**config.mk**
```make
export PLATFORM = sky130hd
export DESIGN_NAME = serial_word_gen_flat
export DESIGN_NICKNAME = d
export VERILOG_FILES = /design/src/rtl/serial_word_gen_if.sv /design/src/rtl/serial_word_gen.sv /design/src/flat_wrapper.sv
export SDC_FILE = /design/constraint.sdc
export NUM_CORES = 1
export LEC_CHECK = 0
export BUFFER_PORTS_ARGS = -buffer_cell sky130_fd_sc_hd__buf_4
export CAP_MARGIN = 10
export CORE_UTILIZATION = 35
export DETAILED_ROUTE_END_ITERATION = 7
export GPL_TIMING_DRIVEN = 0
export PLACE_DENSITY = 0.55
export SKIP_LAST_GASP = 1
export SYNTH_ARGS = -nofsm -noshare
export SYNTH_HDL_FRONTEND = slang
export SYNTH_SLANG_ARGS = --single-unit
```
**constraint.sdc**
```tcl
create_clock -name CLK -period 1.5 [get_ports CLK]
set_clock_uncertainty 0.2 [all_clocks]
set_input_delay 0.3 -clock CLK [delete_from_list [all_inputs] [get_ports CLK]]
set_output_delay 0.3 -clock CLK [all_outputs]
set_load 0.05 [all_outputs]
```
**src/rtl/serial_word_gen_if.sv**
```systemverilog
// Load handshake and serial framing bundle for serial_word_gen.
// The master side drives the word in; the slave side is the serializer.
interface serial_word_gen_if #(
    parameter int unsigned WIDTH = 8
);
    logic [WIDTH-1:0] din;
    logic             load_valid;
    logic             load_ready;
    logic             SOUT;
    logic             sout_valid;
    logic             busy;
    logic             done;

    modport master (
        output din,
        output load_valid,
        input  load_ready,
        input  SOUT,
        input  sout_valid,
        input  busy,
        input  done
    );

    modport slave (
        input  din,
        input  load_valid,
        output load_ready,
        output SOUT,
        output sout_valid,
        output busy,
        output done
    );
endinterface

```
**src/rtl/serial_word_gen.sv**
```systemverilog
// Parallel-to-serial source: accepts a WIDTH-bit word on a valid/ready handshake
// and shifts it out one bit per CLK on SOUT with sout_valid/done framing.
module serial_word_gen #(
    parameter int unsigned WIDTH      = 8,
    parameter bit          MSB_FIRST  = 1'b1,
    parameter logic        IDLE_LEVEL = 1'b0
) (
    input  logic            CLK,
    input  logic            reset,
    serial_word_gen_if.slave bus
);
    localparam int unsigned     CW   = (WIDTH > 1) ? $clog2(WIDTH) : 1;
    localparam logic [CW-1:0]   LAST = CW'(WIDTH - 1);

    typedef enum logic {
        IDLE,
        SHIFT
    } state_t;

    state_t           state;
    logic [CW-1:0]    cnt;
    logic [CW-1:0]    cnt_next;
    logic [WIDTH-1:0] sreg;
    logic [WIDTH-1:0] din_rest;
    logic [WIDTH-1:0] sreg_rest;
    logic             first_bit;
    logic             next_bit;
    logic             at_last;
    logic             accept;

    assign at_last        = (state == SHIFT) && (cnt == LAST);
    assign bus.load_ready = (state == IDLE) || at_last;
    assign accept         = bus.load_valid && bus.load_ready;
    assign cnt_next       = cnt + 1'b1;

    // The bit for step 0 goes straight to SOUT at the accepting edge; the
    // shift register holds the remaining bits aligned to the outgoing end.
    always_comb begin
        first_bit = 1'b0;
        next_bit  = 1'b0;
        din_rest  = '0;
        sreg_rest = '0;
        if (MSB_FIRST) begin
            first_bit = bus.din[WIDTH-1];
            next_bit  = sreg[WIDTH-1];
            din_rest  = bus.din << 1;
            sreg_rest = sreg << 1;
        end else begin
            first_bit = bus.din[0];
            next_bit  = sreg[0];
            din_rest  = bus.din >> 1;
            sreg_rest = sreg >> 1;
        end
    end

    always_ff @(posedge CLK or negedge reset) begin
        if (!reset) begin
            state          <= IDLE;
            cnt            <= '0;
            sreg           <= '0;
            bus.SOUT       <= IDLE_LEVEL;
            bus.sout_valid <= 1'b0;
            bus.busy       <= 1'b0;
            bus.done       <= 1'b0;
        end else if (accept) begin
            state          <= SHIFT;
            cnt            <= '0;
            sreg           <= din_rest;
            bus.SOUT       <= first_bit;
            bus.sout_valid <= 1'b1;
            bus.busy       <= 1'b1;
            bus.done       <= 1'b0;
        end else if (state == SHIFT) begin
            if (at_last) begin
                state          <= IDLE;
                cnt            <= '0;
                sreg           <= '0;
                bus.SOUT       <= IDLE_LEVEL;
                bus.sout_valid <= 1'b0;
                bus.busy       <= 1'b0;
                bus.done       <= 1'b0;
            end else begin
                cnt      <= cnt_next;
                sreg     <= sreg_rest;
                bus.SOUT <= next_bit;
                // done is registered, so it is raised as cnt steps onto the last bit
                bus.done <= (cnt_next == LAST);
            end
        end
    end
endmodule
```
**src/flat_wrapper.sv**
```systemverilog
// flat-port wrapper written by rule: the top's interface ports become plain ports
module serial_word_gen_flat 
#(
    parameter int unsigned WIDTH      = 8,
    parameter bit          MSB_FIRST  = 1'b1,
    parameter logic        IDLE_LEVEL = 1'b0
)
  (CLK, reset, bus_din, bus_load_valid, bus_load_ready, bus_SOUT, bus_sout_valid, bus_busy, bus_done);
  serial_word_gen_if #(.WIDTH(WIDTH)) bus_i ();
  input  logic CLK;
  input  logic reset;
  input wire logic [$bits(bus_i.din)-1:0] bus_din;
  input wire logic [$bits(bus_i.load_valid)-1:0] bus_load_valid;
  output wire logic [$bits(bus_i.load_ready)-1:0] bus_load_ready;
  output wire logic [$bits(bus_i.SOUT)-1:0] bus_SOUT;
  output wire logic [$bits(bus_i.sout_valid)-1:0] bus_sout_valid;
  output wire logic [$bits(bus_i.busy)-1:0] bus_busy;
  output wire logic [$bits(bus_i.done)-1:0] bus_done;
  assign bus_i.din = bus_din;
  assign bus_i.load_valid = bus_load_valid;
  assign bus_load_ready = bus_i.load_ready;
  assign bus_SOUT = bus_i.SOUT;
  assign bus_sout_valid = bus_i.sout_valid;
  assign bus_busy = bus_i.busy;
  assign bus_done = bus_i.done;
  serial_word_gen #(.WIDTH(WIDTH), .MSB_FIRST(MSB_FIRST), .IDLE_LEVEL(IDLE_LEVEL)) u_core (.CLK(CLK), .reset(reset), .bus(bus_i));
endmodule
```
==> Flow_metrics.wiki <==
{| class="wikitable"
! Metric !! Value
|-
| Result of the run || finished with violations
|-
| Violated checks || setup timing
|-
| Terminus of the critical flop-to-flop path || u_core.sreg[3]
|-
| Total power after layout || ~2 mW
|-
| Combinational Power Share || about 56%
|-
| Class of the tightest hold or removal check || in2reg
|-
| Area inside the core boundary || approximately 0.0020 sq mm
|-
| Clk root buf || sky130_fd_sc_hd__clkbuf_4
|-
| Final standard cell area without fillers || approximately 0.0011 sq mm
|-
| Static leakage power || 0.494 nW
|-
| Number of sinks on the clock net || 14
|-
| Die area || approximately 0.0023 sq mm
|-
| Hold Path Origin || bus_din[0]
|-
| Number of distinct library cell variants in the gate-level netlist after synthesis || 16
|-
| Via count of the first global-routing pass || roughly 580
|-
| Sequential fraction of the synthesis area || between 40% and 50%
|-
| Power share of the sequential group || between 30% and 40%
|-
| Clk pwr share || 13.3%
|-
| Initial DRC Count || 2
|-
| Non-Filler Instances || 120
|-
| End of the worst hold path || u_core.sreg[1]
|-
| Latest clock arrival within the worst-skew pair || approximately 280 ps
|-
| Via total after detailed routing || just under 600
|-
| Layout cell share with drive strength beyond 1 || a little under half
|-
| Startpoint type of the worst setup path || flip-flop
|-
| Synthesis-to-layout area growth || 46.2%
|-
| Clock-pin slew of the registers on the worst-case setup and hold paths || 90 ps
|-
| Initial core utilization || a little under two fifths
|-
| Seq cells post-synth || 14
|-
| Die height || approximately 48 um
|-
| Post-route clock period utilization || 122%
|-
| Post-route setup slack || -330 ps
|-
| DIE WIDTH || about 48 um
|-
| Main synth FF type || sky130_fd_sc_hd__dfrtp_1
|-
| Pin count of the biggest net entering global routing || 15
|-
| Largest cells by area after synthesis || sky130_fd_sc_hd__dfrtp_1 48%, sky130_fd_sc_hd__mux2i_1 12%, sky130_fd_sc_hd__o221ai_1 8.4%
|-
| Final Hold Vio Count || 0
|-
| Worst vdd rail ir drop || roughly 1 mV
|-
| Number of synthesis warnings || 0
|-
| Capturing element type of the critical path || primary output
|-
| Share of the synthesized area in the top cell type || between 40% and 50%
|-
| Count of inserted antenna diode cells || 0
|-
| Depth of the CTS H-tree || 1
|-
| Arrival time of data at the critical path endpoint || 1330 ps
|-
| CTS Buffer Depth || 2
|-
| Global-route wire length before repair || 2570 um
|-
| Cell with the most instances after synthesis || sky130_fd_sc_hd__dfrtp_1
|-
| Slowest cell on the critical path || sky130_fd_sc_hd__dfrtp_1
|-
| Ports placed on the boundary || 16
|-
| Final Hold Slack || ~66 ps
|-
| Dpl cells || 110
|-
| Number of nets in the layout || ~110
|-
| GP Congestion || roughly 0.7
|-
| Count of pins over their slew limit || 0
|-
| Max-cap check violation count || 0
|-
| Fill cell count || 191
|-
| Achievable frequency || 546 MHz
|-
| Count of flip-flops with a built-in enable after synthesis || 0
|-
| Slack of the worst reg-to-reg path || -50 ps
|-
| Internal power component || between 1 and 1.5 mW
|-
| Netlist area before placement || around 730 sq um
|-
| Worst path max stage delay || around 400 ps
|-
| Post-synthesis cell count || just under 70
|-
| Total length of routed wires || ~1600 um
|-
| Async S/R FF share, synth || 100%
|-
| Sequential standard cell area || 350 sq um
|-
| Pre-CTS WS || -221 ps
|-
| Most frequent cells after synthesis || 14 x sky130_fd_sc_hd__dfrtp_1, 9 x sky130_fd_sc_hd__mux2i_1, 8 x sky130_fd_sc_hd__inv_1, 8 x sky130_fd_sc_hd__nand3_1, 7 x sky130_fd_sc_hd__o221ai_1
|-
| Total iterations of the first detailed-routing run || 4
|-
| Vias per cell || 4.96
|-
| Hold Path Stages || 3
|-
| Critical path data required time || 1000 ps
|-
| Final period demand of the worst path || around 1800 ps
|-
| Avg WL per Cell || ~14 um
|-
| Global-route usage over all layers || roughly 17%
|-
| Post-detailed-route DRC marker count || 0
|-
| Average footprint of a synthesized cell || approximately 11 sq um
|-
| Post-DP HPWL || about 1000 um
|-
| Transition time of the tightest slew-check pin || 245 ps
|-
| Worst slew margin relative to its limit || 83.6%
|-
| Total setup violations reported at the end of the flow || 8
|-
| Worst flop-to-flop path startpoint || u_core.cnt[1]
|-
| Setup repair after global routing missed its margin || true
|-
| Largest area contributor in the synthesized netlist || sky130_fd_sc_hd__dfrtp_1
|-
| Final cell utilization of the core || 54.5%
|-
| Area of combinational cells with multiple inputs || between 300 and 400 sq um
|-
| Placement Cell Area || 911 sq um
|-
| WS Path Type || reg2out
|-
| Highest fanout seen on the critical path || 2
|-
| FP Rows || 16
|-
| NetSw || slightly above 0.8 mW
|-
| Count of port buffers added during placement || 15
|-
| CTS tree || built
|-
| Cell-by-cell listing of the critical path || ha_2, ha_4, nand2b_4, buf_8
|-
| Number of buffers inserted during clock tree synthesis || 3
|-
| Sw Share || 39.9%
|-
| TNS Setup || -502 ps
|-
| Number of routed nets with antenna violations || 0
|-
| Power per standard cell area || ~1900 mW/mm^2
|-
| GR Overflow Total || 0
|-
| Number of antenna violations at the first check in global routing || 0
|-
| Worst Reg-to-Reg Cells || 5
|-
| Mapped Nets || 82
|}
## worst max-delay path: cells and delay by family (launching register included)
kind / cells / cell delay (ps)
flops: 1 / 400
fa+ha+maj: 2 / 360
buf+inv: 1 / 150
simple gates: 1 / 140
## worst max path at each step
stage,slack (ps),to,cells after the start,from
floorplan,-20,bus_load_ready,4,u_core.cnt[1]
global placement,-230,bus_load_ready,5,u_core.cnt[0]
detailed placement,-220,bus_load_ready,5,u_core.cnt[0]
CTS,-350,bus_load_ready,4,u_core.cnt[0]
global route,-390,bus_load_ready,4,u_core.cnt[1]
finish,-330,bus_load_ready,4,u_core.cnt[1]
## final cells by class
| class | count | share of cell area [%] |
|---|---|---|
| sequential | 14 | 32.7 |
| multi-input combinational | 40 | 36.7 |
| tap | 27 | 3.16 |
| inverter | 8 | 2.81 |
| timing repair buffer | 23 | 18.1 |
| clock buffer | 4 | 3.39 |
| buffer | 4 | 3.04 |
## timing repair
action | in CTS | in global routing
endpoints found under the setup margin | 10 | 13
gates cloned | 1 | 0
resized for setup | 11 | 9
pin swaps | 2 | 1
hold buffers | 1 | 0
hold endpoints to repair | 14 | 0
buffers inserted | 5 | 1
## sequential cells by signal, indices dropped and copies added (netlist names)
| register | count |
|---|---|
| u_core.sreg | 7 |
| u_core.cnt | 3 |
| u_core.bus.SOUT | 1 |
| u_core.bus.done | 1 |
| u_core.bus.sout_valid | 1 |
| u_core.state | 1 |
## cells by family (layout without fill, tap and decap cells)
kind of cell	count (synthesis)	count (layout)	synth area share (%)
AOI/OAI and AO/OA	14	14	15.4
DFF	14	14	47.9
and+or+nand+nor	14	14	9.57
buffers and inverters	14	39	9.74
muxes	9	9	12.3
adders and majority gates	3	3	5.13
## power by group through the flow
| stage | sequential, mW | combinational (mW) | clock, mW |
|---|---|---|---|
| final | 0.625 | 1.15 | 0.274 |
| after global placement | 0.638 | 0.897 | 0 |
| after CTS | 0.619 | 1.09 | 0.288 |
| after detailed placement | 0.639 | 0.904 | 0 |
| after floorplan | 0.738 | 0.576 | 0 |
| after global routing | 0.644 | 1.25 | 0.308 |
## layout by cell type (no fill, tap or decap)
cell                            synthesis  layout
sky130_fd_sc_hd__o221ai_1               7       2
sky130_fd_sc_hd__ha_2                   0       1
sky130_fd_sc_hd__o221ai_2               0       5
sky130_fd_sc_hd__ha_1                   3       1
sky130_fd_sc_hd__ha_4                   0       1
sky130_fd_sc_hd__a22o_1                 3       3
sky130_fd_sc_hd__nand3_1                8       5
sky130_fd_sc_hd__o21ai_1                0       1
sky130_fd_sc_hd__a32o_1                 1       1
sky130_fd_sc_hd__buf_4                  2      19
sky130_fd_sc_hd__a21oi_1                2       1
sky130_fd_sc_hd__nand2b_4               0       1
sky130_fd_sc_hd__mux2i_1                9       9
sky130_fd_sc_hd__clkbuf_8               0       1
sky130_fd_sc_hd__nor2b_4                0       1
sky130_fd_sc_hd__inv_1                  8       8
sky130_fd_sc_hd__dfrtp_1               14      14
sky130_fd_sc_hd__a21oi_2                0       1
sky130_fd_sc_hd__buf_6                  1       3
sky130_fd_sc_hd__nor2_2                 0       1
sky130_fd_sc_hd__dlygate4sd3_1          0       1
sky130_fd_sc_hd__buf_8                  0       2
sky130_fd_sc_hd__clkbuf_4               0       3
sky130_fd_sc_hd__nand2b_1               2       1
sky130_fd_sc_hd__nand3_2                0       3
sky130_fd_sc_hd__buf_2                  3       2
sky130_fd_sc_hd__nor2_1                 3       2
## per-layer routing
metal / GRT usage, % / share of wire (%) / wire length [um]
met3: 5.66 / 3.8 / 62
met1: 20.7 / 47 / 762
met2: 28.1 / 48 / 779
met4: 5.00 / 0.93 / 15
met5: 0 / 0 / 0
Note: power is estimated with default switching activity, not from simulation.
